## src/rtl/calibration_sequencer.sv

```systemverilog
// Autonomous LED calibration sweep: walks IDs 0..NUM_LEDS-1, waits for each ID frame to show,
// lets the camera settle, requests a capture, waits one full camera frame, then advances.
module calibration_sequencer #(
    parameter int unsigned NUM_LEDS          = 50,
    parameter int unsigned LED_ADDRESS_WIDTH = $clog2(NUM_LEDS),
    parameter int unsigned SETTLE_FRAMES     = 2,
    parameter int unsigned TIMEOUT_CYCLES    = 2_000_000
) (
    input  logic                         clk_i,
    input  logic                         rst_i,
    input  logic                         start_i,
    input  logic                         abort_i,
    input  logic                         displayed_frame_valid_i,
    input  logic                         frame_start_i,
    output logic                         calibration_on_o,
    output logic                         increment_id_o,
    output logic                         capture_shown_frame_o,
    output logic [LED_ADDRESS_WIDTH:0]   current_id_o,
    output logic                         busy_o,
    output logic                         done_o,
    output logic                         error_o
);

    localparam int unsigned IdW      = LED_ADDRESS_WIDTH + 1;
    localparam int unsigned FrameMax = (SETTLE_FRAMES > 2) ? SETTLE_FRAMES : 2;
    localparam int unsigned FcntW    = $clog2(FrameMax + 1);
    localparam int unsigned TmrW     = $clog2(TIMEOUT_CYCLES + 1);

    localparam logic [IdW-1:0]   LastId        = IdW'(NUM_LEDS - 1);
    localparam logic [FcntW-1:0] FcntSat       = FcntW'(FrameMax);
    localparam logic [FcntW-1:0] SettleTarget  = FcntW'(SETTLE_FRAMES);
    localparam logic [FcntW-1:0] CaptureTarget = FcntW'(2);
    localparam logic [TmrW-1:0]  TimeoutLast   = TmrW'(TIMEOUT_CYCLES - 1);

    localparam logic [3:0] StIdle        = 4'd0;
    localparam logic [3:0] StWaitLow     = 4'd1;
    localparam logic [3:0] StWaitShown   = 4'd2;
    localparam logic [3:0] StSettle      = 4'd3;
    localparam logic [3:0] StCapture     = 4'd4;
    localparam logic [3:0] StWaitCapture = 4'd5;
    localparam logic [3:0] StAdvance     = 4'd6;
    localparam logic [3:0] StDone        = 4'd7;
    localparam logic [3:0] StError       = 4'd8;

    logic [3:0]       state_q, state_d;
    logic [IdW-1:0]   id_q, id_d;
    logic [FcntW-1:0] fcnt_q, fcnt_d, fcnt_inc;
    logic [TmrW-1:0]  tmr_q, tmr_d;
    logic             cal_on_q, cal_on_d;
    logic             inc_q, inc_d;
    logic             cap_q, cap_d;
    logic             busy_q, busy_d;
    logic             done_q, done_d;
    logic             err_q, err_d;
    logic             waiting, counting, timed_out, entering;

    assign waiting  = (state_q == StWaitLow) || (state_q == StWaitShown) ||
                      (state_q == StSettle) || (state_q == StWaitCapture);
    assign counting = (state_q == StSettle) || (state_q == StWaitCapture);
    assign timed_out = waiting && (tmr_q == TimeoutLast);
    assign fcnt_inc = (frame_start_i && (fcnt_q != FcntSat)) ? fcnt_q + FcntW'(1) : fcnt_q;

    always_comb begin
        state_d = state_q;
        id_d    = id_q;
        inc_d   = 1'b0;
        if (abort_i) begin
            state_d = StIdle;
            id_d    = '0;
        end else if (timed_out) begin
            state_d = StError;
        end else begin
            case (state_q)
                StIdle, StDone, StError: begin
                    if (start_i) begin
                        state_d = StWaitLow;
                        id_d    = '0;
                    end
                end
                // ID 0 has no predecessor frame, so there is no stale valid to drain.
                StWaitLow: begin
                    if ((id_q == '0) || !displayed_frame_valid_i) state_d = StWaitShown;
                end
                StWaitShown: begin
                    if (displayed_frame_valid_i) begin
                        state_d = (SETTLE_FRAMES == 0) ? StCapture : StSettle;
                    end
                end
                StSettle: begin
                    if (fcnt_inc >= SettleTarget) state_d = StCapture;
                end
                StCapture: state_d = StWaitCapture;
                StWaitCapture: begin
                    if (fcnt_inc >= CaptureTarget) state_d = StAdvance;
                end
                StAdvance: begin
                    if (id_q == LastId) begin
                        state_d = StDone;
                    end else begin
                        state_d = StWaitLow;
                        id_d    = id_q + IdW'(1);
                        inc_d   = 1'b1;
                    end
                end
                default: state_d = StIdle;
            endcase
        end
    end

    // Both counters restart on every state change so each wait is measured from its own entry.
    assign entering = (state_d != state_q);

    always_comb begin
        fcnt_d = '0;
        tmr_d  = '0;
        if (!entering && counting) fcnt_d = fcnt_inc;
        if (!entering && waiting) tmr_d = (tmr_q == TimeoutLast) ? tmr_q : tmr_q + TmrW'(1);
    end

    always_comb begin
        busy_d   = !((state_d == StIdle) || (state_d == StDone) || (state_d == StError));
        cal_on_d = busy_d;
        done_d   = (state_d == StDone);
        err_d    = (state_d == StError);
        cap_d    = (state_d == StCapture);
    end

    always_ff @(posedge clk_i) begin
        if (rst_i) begin
            state_q  <= StIdle;
            id_q     <= '0;
            fcnt_q   <= '0;
            tmr_q    <= '0;
            cal_on_q <= 1'b0;
            inc_q    <= 1'b0;
            cap_q    <= 1'b0;
            busy_q   <= 1'b0;
            done_q   <= 1'b0;
            err_q    <= 1'b0;
        end else begin
            state_q  <= state_d;
            id_q     <= id_d;
            fcnt_q   <= fcnt_d;
            tmr_q    <= tmr_d;
            cal_on_q <= cal_on_d;
            inc_q    <= inc_d;
            cap_q    <= cap_d;
            busy_q   <= busy_d;
            done_q   <= done_d;
            err_q    <= err_d;
        end
    end

    assign calibration_on_o      = cal_on_q;
    assign increment_id_o        = inc_q;
    assign capture_shown_frame_o = cap_q;
    assign current_id_o          = id_q;
    assign busy_o                = busy_q;
    assign done_o                = done_q;
    assign error_o               = err_q;

endmodule

```

## config.mk

```make
export PLATFORM = sky130hd
export DESIGN_NAME = calibration_sequencer
export DESIGN_NICKNAME = d
export VERILOG_FILES = /design/src/rtl/calibration_sequencer.sv
export SDC_FILE = /design/constraint.sdc
export NUM_CORES = 1
export LEC_CHECK = 0
export ABC_AREA = 1
export CORE_UTILIZATION = 45
export CTS_BUF_LIST = sky130_fd_sc_hd__clkbuf_8
export DETAILED_ROUTE_END_ITERATION = 8
export MAX_ROUTING_LAYER = met4
export PLACE_DENSITY = 0.76
export SLEW_MARGIN = 20
export SYNTH_ARGS = -nofsm -noshare
export SYNTH_HDL_FRONTEND = slang
export SYNTH_SLANG_ARGS = --single-unit
```

## constraint.sdc

```tcl
create_clock -name clk_i -period 2.31 [get_ports clk_i]
set_clock_uncertainty 0.2 [all_clocks]
set_input_delay 0.3465 -clock clk_i [delete_from_list [all_inputs] [get_ports clk_i]]
set_output_delay 0.3465 -clock clk_i [all_outputs]
set_load 0.05 [all_outputs]
```

## Word level (Yosys, flattened, before mapping)

Index checks and enable logic that the tools add are counted.

| storage, ports and cells | value |
|---|---|
| bits in latches | 0 |
| input port bits | 6 |
| bits in registers | 39 |
| output and inout bits | 13 |
| bits in writable memories | 0 |
| memories kept | 0 |
| bits in read-only memories | 0 |

| cells by class | value |
|---|---|
| add/subtract/negate cells | 3 |
| muxes and demuxes | 14 |
| divide/modulo/power cells | 0 |
| shifts and indexed selects | 0 |
| equal/unequal tests | 17 |
| magnitude comparators | 1 |
| reductions and logical operators | 24 |
| $mul | 0 |
| bitwise logic cells | 4 |

Operators with widths:

| cell | count |
|---|---|
| two-way mux 4 bit | 7 |
| one-hot mux 4 bit (7 select lines) | 1 |
| == test 4 x 3 -> 1 bit (second input constant) | 6 |
| adder 21 x 1 -> 21 bit (second input constant) | 1 |
| == test 21 bit (second input constant) | 1 |
| two-way mux 7 bit | 2 |
| one-hot mux 7 bit (2 select lines) | 1 |
| == test 4 x 2 -> 1 bit (second input constant) | 2 |
| == test 4 bit (second input constant) | 2 |
| zero test 4 bit | 2 |
| adder 7 x 1 -> 7 bit (second input constant) | 1 |
| == test 7 x 6 -> 1 bit (second input constant) | 1 |
| zero test 7 bit | 1 |
| logical OR 1 bit | 7 |
| inequality test 2 bit (second input constant) | 3 |
| OR reduction 2 bit | 3 |
| == test 4 x 1 -> 1 bit (second input constant) | 1 |
| logical AND 1 bit | 4 |
| inequality test 4 bit | 1 |
| inverter 1 bit | 4 |
| AND reduction 4 bit | 1 |
| OR reduction 4 bit | 1 |
| zero test 1 bit | 3 |
| two-way mux 3 bit | 1 |
| other kinds (6) | 6 |

## Depth between registers and ports, before layout

Gate-level depths: netlist of run 1.

| depth | value |
|---|---|
| depth in word-level cells | 13 |
| mapped depth | 17 |

## Least setup slack after synthesis of run 1

No wires, ideal clock.

| timing | value |
|---|---|
| path type | flip-flop to flip-flop |
| from | reg id_q[1], in the netlist current_id_o[1] |
| to | reg id_q[6], in the netlist current_id_o[6] |
| setup slack | -0.010 ns |
| arrival | 2.000 ns |
| required time | 1.990 ns |
| period minus slack after synthesis | 2.320 ns |
| stages on the path, launching flop included | 13 |
| path through | dfxtp_1 -> inv_1 -> ha_1 -> nand3_1 -> nor2_1 -> nand2_1 -> nand3_1 -> nor2_1 -> nand2_1 -> nor2_1 -> nand2_1 -> o21ai_0 -> a21oi_1 |

| between the ends | value |
|---|---|
| word-level cells in the longest chain between the ends | 3 |

Ends and longest elaborated chain:

| what | RTL line | RTL |
|---|---|---|
| start, declared | 46 | `logic [IdW-1:0] id_q, id_d;` |
| start signal, assigned | 142 | `id_q <= id_d;` |
| adder 7 x 1 -> 7 bit or == test 7 x 6 -> 1 bit (tied branches) | 101, 97 |  |
| two-way mux 7 bit or inequality test 2 bit (tied branches) | n/a |  |
| one-hot mux 7 bit (2 select lines) or AND reduction 4 bit (tied branches) | n/a |  |

Several ways; a longest one is shown, not always the timed one. The select of a mux whose other input is x is not followed.
A chain may end at the register's enable or synchronous reset.

## Final worst setup path of run 1

| timing | value |
|---|---|
| from | reg id_q[4], in the netlist current_id_o[4] |
| to | out current_id_o[4] |

RTL lines:

| what | RTL line | RTL |
|---|---|---|
| end, declared | 18 | `output logic [LED_ADDRESS_WIDTH:0] current_id_o,` |

No word-level cell between the ends.

==> results.txt, run 1 <==
The tool flagged a number of max-cap violations equal to 0. The first global-routing pass estimated 7907 um of wire. The number of antenna violations at the first check in global routing came out at 0. The cell taking the most area after synthesis is sky130_fd_sc_hd__dfxtp_1. The min-delay analysis places its worst path in the category reg2reg.

The final number of setup-violating endpoints is 0. For this run the aggregate overflow at the end of global routing stands at 0. The number of vias in the routed layout is 2105. The worst setup path is of the reg2out kind.

The Yosys step of the flow raised 0 warnings. The maximum fanout along the worst path is 7. Using the TritonRoute via totals, the vias-per-cell ratio works out to 4.699. Clock tree synthesis selected as its root buffer the cell sky130_fd_sc_hd__clkbuf_8.

The post-place setup slack is 25.76 ps. The commonest non-fill, non-tap cell in the layout is sky130_fd_sc_hd__nand2_1. The number of nets still failing antenna checks after routing came out at 0. The number of global-route vias before repair was 1851.

The portion of the post-synthesis area used by sequential elements is 0.3360. The leakage component of the power came out at 1.072 nW. The clock-pin slew on the worst setup and hold paths is 80 ps. The average wire length per cell after detail routing came out at 9.998 um. The buffer levels on the longest clock path is 2.

Walking the worst path, the cells encountered are clkdlybuf4s50_1. The peak per-stage delay on the critical path came out at 840 ps. The final HPWL from detailed placement came out at 3456 um. The post-synthesis cell area came out at 0.002323 sq mm. The total number of cells along the worst setup path is 1. The arrival time reported for the critical path endpoint came out at 1570 ps.

The area of the die is 0.005455 sq mm. From bottom edge to top edge, the die measures 73.86 um. The number of sinks driven by the clock tree came out at 39.

The peak clock frequency supported by timing came out at 472.3 MHz. The maximum number of pins on one net before global-route repair came out at 22. The register bit count reported by yosys is 39. The initialized floorplan defines 25 standard-cell rows. The area of the core is 0.004848 sq mm. Leaving out fill and tap cells, the most frequent cells in the layout are 75 x sky130_fd_sc_hd__nand2_1, 57 x sky130_fd_sc_hd__inv_1, 49 x sky130_fd_sc_hd__nor2_1, 31 x sky130_fd_sc_hd__dfxtp_1, 25 x sky130_fd_sc_hd__nand3_1. Of the post-synthesis cell area, the dominant cell type holds 0.3360. In the global route stage, overall resource usage came out at 0.1929. The first routing iteration left 121 violations. Data on the critical path is required at its endpoint by 1760 ps.

The relative slew slack is 0.6636. The share of the clock period used by the worst path came out at 0.9166. For this design the ratio of total power to cell area is 506.4 mW/mm^2.

The largest delay contributor family on the critical path is buffers and inverters. The number of detailed-route iterations in the first pass is 4. The average cell area after synthesis is 6.601 sq um. Counting every net in the synthesized netlist gives 363. The antenna diode count came out at 0.

The sum of negative setup slack is 0 ps. The count of cell types in the netlist is 26. The number of flops mapped to enable cells by yosys is 0. The final critical delay including setup and external delays is 2117 ps. The synthesized netlist cell count is 352. The cell depth of the worst hold path came out at 2.

Of the cells placed in the final design, the portion with a size suffix greater than 1 is 0.1496. For this design, the slowest cell found on the critical path is sky130_fd_sc_hd__clkdlybuf4s50_1. The port buffer count came out at 18. The insertion delay of the later-clocked pin in the worst-skew pair came out at 290 ps. The worst setup path is launched from a register. Among all flip-flop cells after synthesis, the most frequent one is sky130_fd_sc_hd__dfxtp_1.

The buffers plus inverters on the worst setup path is 1. For this configuration, the core starts out at a cell density of 0.4792. The die is 73.86 um wide.

TritonCTS built the clock tree. The congestion estimate from routability-driven global placement came to 0.8746. The count of unresolved DRC violations after routing came out at 0. Clock tree synthesis inserted a total of 5 buffers. In the final design database the tool counted 391 nets. The hold violation count in the final report is 0.

During I/O placement, the number of pins put on the boundary was 19. The sort of element at the end of the critical path is an output port. The worst register-to-register path has a depth of 14.

For the pin with the worst max-slew slack, the measured transition is 503.1 ps. The run finished with clean final reports. The aggregate routed wire length came out at 4479 um.

The maximum vdd drop is 0.3365 mV. By area the synthesized netlist is led by sky130_fd_sc_hd__dfxtp_1 34%, sky130_fd_sc_hd__nand2_1 12%, sky130_fd_sc_hd__inv_1 9.5%. The share of async-settable or async-resettable flops after synthesis is 0. Setup repair after global routing left no endpoint under its margin.

The relative area change from synthesis to final layout came out at 18.47%. The H-tree was split into 2 levels. The minimum setup slack in the final design came out at 192.6 ps. The final max-slew violation count is 0.
-- power breakdown --
| group | leakage, nW | internal [mW] | switching, mW |
|---|---|---|---|
| Clock | 0.0581 | 0.322 | 0.249 |
| Sequential | 0.319 | 0.679 | 0.00808 |
| Combinational | 0.695 | 0.0508 | 0.0855 |
-- final timing paths --
check / start / to / slack [ps]
worst max-delay path: current_id_o[4] / current_id_o[4] / 190
worst min-delay path: current_id_o[0] / current_id_o[0] / 310
worst max register to register: tmr_q[0] / tmr_q[18] / 230
worst min register to register: current_id_o[0] / current_id_o[0] / 310
-- state kept, by name, summed over array words and instances (netlist names) --
name / count
busy_o: 1
capture_shown_frame_o: 1
current_id_o: 7
done_o: 1
error_o: 1
fcnt_q: 2
increment_id_o: 1
state_q: 4
tmr_q: 21
-- kinds of logic (layout without fill, tap and decap cells) --
kind of cell | Yosys count | count (layout) | share of synthesized area
flops | 39 | 39 | 0.3360
fa+ha+maj | 5 | 5 | 0.02693
compound gates | 21 | 21 | 0.04955
simple gates | 202 | 202 | 0.3974
xor+xnor | 19 | 19 | 0.07162
other cells | 1 | 1 | 0.001614
buf+inv | 65 | 94 | 0.1169
-- tightest hold or removal path: stages, from the launching register on --
cell and delay, ps:
sky130_fd_sc_hd__dfxtp_2 350, sky130_fd_sc_hd__inv_2 70, sky130_fd_sc_hd__a21oi_1 60
-- synth_stat cells, types with 5 or more instances --
master,instances
sky130_fd_sc_hd__xor2_1,16
sky130_fd_sc_hd__ha_1,5
sky130_fd_sc_hd__dfxtp_1,39
sky130_fd_sc_hd__o21ai_0,11
sky130_fd_sc_hd__nand3_1,25
sky130_fd_sc_hd__nand2_1,75
sky130_fd_sc_hd__nand4_1,10
sky130_fd_sc_hd__nor3_1,13
sky130_fd_sc_hd__nor2_2,22
sky130_fd_sc_hd__inv_1,59
sky130_fd_sc_hd__a21oi_1,6
sky130_fd_sc_hd__nor2_1,49
-- stage by stage --
| step | power [mW] | hold WS [ps] | instances | util | area, sq um |
|---|---|---|---|---|---|
| 6_report | 1.394 | 311.2 | 448 | 0.5677 | 2753 |
| 5_1_grt | 1.462 | 335.2 | 448 | 0.5677 | 2753 |
| 4_1_cts | 1.408 | 320.0 | 447 | 0.5613 | 2721 |
| 3_5_place_dp | 0.8373 | 309.4 | 439 | 0.5381 | 2609 |
| 3_3_place_gp | 0.8362 | 279.9 | 439 | 0.5381 | 2609 |
| 2_1_floorplan | 0.8002 | 294.2 | 352 | - | 2325 |
-- area by class of cell --
class	count	area (sq um)
Fill cell	479	2096
Clock inverter	3	43.79
Timing Repair Buffer	26	252.7
Tap cell	67	83.83
Multi-Input combinational cell	248	1284
Clock buffer	5	68.82
Sequential cell	39	793.3
Inverter	60	226.5
-- per-layer routing --
layer,part of all wire,track usage,up-vias
met3,0.028,0.04115,6
met2,0.47,0.3211,25
met4,0.010,0.05128,0
li1,-,-,1145
met1,0.49,0.2358,929
met5,0,-,-
-- repair_timing --
action                                  CTS  global route
gates resized for setup                   0            13
hold buffers                              0             0
endpoints found under the setup margin    0            21
buffers inserted                          0             1
Power figures use the tool's default switching activity.
==> run 2, diff against run 1 <==
- CTS_CLUSTER_DIAMETER: unset -> 80
==> results of run 2 <==
Same layout as run 1: the final DEF is identical, and so are final timing and power.
==> run 3, diff against run 2 <==
- CAP_MARGIN: unset -> 10
- CTS_BUF_LIST: sky130_fd_sc_hd__clkbuf_8 -> unset
- clock period: 2.31 -> 2.55 ns (I/O delays scaled with it)
==> results.txt, run 3 (same netlist as run 1, synthesis figures left out) <==
The run finished with clean final reports. The arrival time reported for the critical path endpoint is 2330 ps (+760 ps). The number of setup buffers added after CTS is 0 (unchanged).

The path depth of the worst reg2reg path is 12 (-2). The area of the die came out at 0.005455 sq mm (unchanged). TritonCTS built the clock tree. The post-route core utilization is 0.5564 (-0.01136). The final max-slew violation count is 0 (unchanged).

The number of vias in the routed layout is 2108 (+0.14%). The top-level port count came out at 19 (unchanged). The internal power summed over all cells is 1.047 mW (-0.36%). The antenna diode count is 0 (unchanged). The insertion delay of the later-clocked pin in the worst-skew pair is 300 ps (about the same). The filler-free cell count of the finished design came out at 442 (-1.3%).

The number of detailed-route iterations in the first pass came to 4 (unchanged). The worst register-to-register path ends at tmr_q[18]. In this run the critical register-to-register path is launched from tmr_q[0].

The post-route worst hold slack came out at 309.3 ps (-1.890 ps). In this run the most critical hold path is launched from current_id_o[2]. The max-cap violation count came out at 0 (unchanged).

The total number of placement rows is 25 (unchanged). The clock-pin slew on the worst setup and hold paths is 80 ps (about the same). The slew at the pin with the worst max-slew slack is 512.9 ps (+9.854 ps). The relative slew slack is 0.6570 (-0.006589). The count of unresolved DRC violations after routing came out at 0 (unchanged).

The worst setup path is launched from a register. The number of antenna violations at the first check in global routing came out at 0 (unchanged). The mean number of vias per cell came out at 4.769 (+1.5%). The leakage component of the power is 1.044 nW (-2.6%).

The part of the total power dissipated in the clock network came out at 0.455 (+0.046). The aggregate routed wire length is 4560 um (+1.8%). The die span in y came out at 73.86 um (unchanged). The peak clock frequency supported by timing came out at 435.7 MHz. The width of the chip was 73.86 um (unchanged). The power density over cell area came out at 505.1 mW/mm^2 (-0.27%). The number of levels the H-tree was split into is 2 (unchanged). The number of nets still failing antenna checks after routing was 0 (unchanged). Dividing the final minimum period by the clock period gives 0.9000. The total instance count after detailed placement came out at 434 (-1.1%). The post-place setup slack is 103.1 ps (+77.35 ps).

The post-route total power was 1.362 mW (-2.3%). The worst setup path is captured at a register. The net switching power came out at 0.3150 mW (-8.1%). The area of the core is 0.004848 sq mm (unchanged). The hold violation count in the final report was 0 (unchanged). The placed instance area is 0.002557 sq mm (-2.0%). The first-iteration detailed-routing DRC count is 65 (-46%). The global-route wire length before repair was 8086 um (+2.3%).

The average wire length per cell after detail routing came to 10.32 um (+3.2%). The buffer levels on the longest clock path was 2 (unchanged). The end point of the most critical hold path is current_id_o[2]. The cell sitting at the root of the clock tree is a sky130_fd_sc_hd__clkbuf_8. The number of sinks driven by the clock tree is 39 (unchanged). The final critical delay including setup and external delays came out at 2295 ps. Setup repair after global routing left no endpoint under its margin. The cell depth of the worst hold path came out at 1 (-1). The port buffer count came out at 18 (unchanged).

The final HPWL from detailed placement came to 3473 um (+0.48%). The final layout net count came out at 385 (-1.5%). The share of cells above drive strength 1 is 0.1067 (-0.04294). Compared with the post-synthesis result, the final layout area differs by 16.10%. The data required time of the worst path came out at 2590 ps (+830 ps). The number of clock buffers inserted by TritonCTS is 5 (unchanged).

The sum of negative setup slack is 0 ps (unchanged). The maximum fanout along the worst path is 21 (+14). The final weighted congestion in routability-driven placement was 0.8574 (-2.0%). The maximum number of pins on one net before global-route repair was 22 (unchanged).

The remaining global-route overflow came to 0 (unchanged). The top cell types in the final layout, fill and taps aside, are 75 x sky130_fd_sc_hd__nand2_1, 59 x sky130_fd_sc_hd__inv_1, 49 x sky130_fd_sc_hd__nor2_1, 39 x sky130_fd_sc_hd__dfxtp_1, 25 x sky130_fd_sc_hd__nand3_1. The share of power burned in registers came out at 0.457 (-0.036). The switching power share of the total was 0.2312 (-0.01471). The library cell used most frequently in the layout, excluding fill and tap cells, is sky130_fd_sc_hd__nand2_1. The fill cell total of the finished layout is 462 (-3.5%). The effective utilization at floorplan came to 0.4792 (unchanged). The minimum setup slack in the final design is 255.1 ps (+62.46 ps).

The maximum vdd drop is 0.2703 mV (-20%). The critical path in this run is classified as reg2reg. The final non-filler cell area is 0.002698 sq mm (-2.0%). The final number of setup-violating endpoints came out at 0 (unchanged).

The number of global-route vias before repair is 1930 (+4.3%). The register with the most flip-flops is tmr_q. The slack of the worst reg-to-reg path came to 260 ps (+30 ps). The class of the most critical hold timing path is reg2reg. The global-route total usage across every layer is 0.1959 (+0.002906). The number of flip-flops under the largest register name came to 21 (unchanged). The relative contribution of combinational cells to total power came out at 0.089 (-0.009).
run 3: cell count changes in the layout (fill, tap and decap cells not counted), moves of 2 or more:
cell / previous run / this run
sky130_fd_sc_hd__dfxtp_1: 31 / 39
sky130_fd_sc_hd__dfxtp_2: 7 / 0
sky130_fd_sc_hd__buf_4: 7 / 1
sky130_fd_sc_hd__inv_1: 57 / 59
sky130_fd_sc_hd__inv_2: 2 / 0
run 3: layout make-up:
| type | count | area, sq um | share of cell area |
|---|---|---|---|
| well taps | 67 | 83.83 | 0.03108 |
| inverters | 60 | 226.5 | 0.08395 |
| clock buffers | 5 | 68.82 | 0.02551 |
| clock inverters | 3 | 67.56 | 0.02505 |
| repair buffers | 20 | 198.9 | 0.07375 |
| multi-input cells | 248 | 1271 | 0.4712 |
| flip-flops and latches | 39 | 780.7 | 0.2894 |
run 3: worst max path at each step:
| stage | from | endpoint | cells past startpoint |
|---|---|---|---|
| after floorplan | current_id_o[1] | current_id_o[6] | 12 |
| after global placement | frame_start_i | tmr_q[17] | 15 |
| after detailed placement | frame_start_i | tmr_q[0] | 15 |
| after CTS | tmr_q[0] | tmr_q[20] | 13 |
| after global routing | tmr_q[0] | tmr_q[1] | 13 |
| final | tmr_q[0] | tmr_q[18] | 12 |
run 3: routing by layer:
layer | vias up | GRT usage | wire [um]
li1 | 1131 | - | -
met1 | 929 | 0.2389 | 2256
met2 | 38 | 0.3140 | 2059
met3 | 10 | 0.03704 | 140
met4 | 0 | 0.08547 | 104
met5 | - | - | 0
run 3: worst max-delay path: stages (launching register included):
cell,delay (ps)
sky130_fd_sc_hd__dfxtp_1,360
sky130_fd_sc_hd__ha_1,230
sky130_fd_sc_hd__nand3_1,130
sky130_fd_sc_hd__nor2_2,170
sky130_fd_sc_hd__nand3_2,200
sky130_fd_sc_hd__nor2_2,180
sky130_fd_sc_hd__nor2_4,60
sky130_fd_sc_hd__nand3_1,110
sky130_fd_sc_hd__nand2_1,90
sky130_fd_sc_hd__nor2_2,130
sky130_fd_sc_hd__nand3_2,90
sky130_fd_sc_hd__buf_6,190
sky130_fd_sc_hd__nor2_1,100
run 3: power groups by stage:
stage	sequential, mW	combinational (mW)	clock (mW)
3_3_place_gp	0.636	0.118	0
2_1_floorplan	0.645	0.0801	0
4_1_cts	0.622	0.120	0.632
3_5_place_dp	0.636	0.119	0
5_1_grt	0.623	0.136	0.660
6_report	0.622	0.121	0.620
run 3: repair_timing:
action | in CTS | in global routing
resized for setup | 0 | 1
endpoints found under the hold margin | 0 | 0
hold buffers | 0 | 0
setup endpoints to repair | 0 | 7
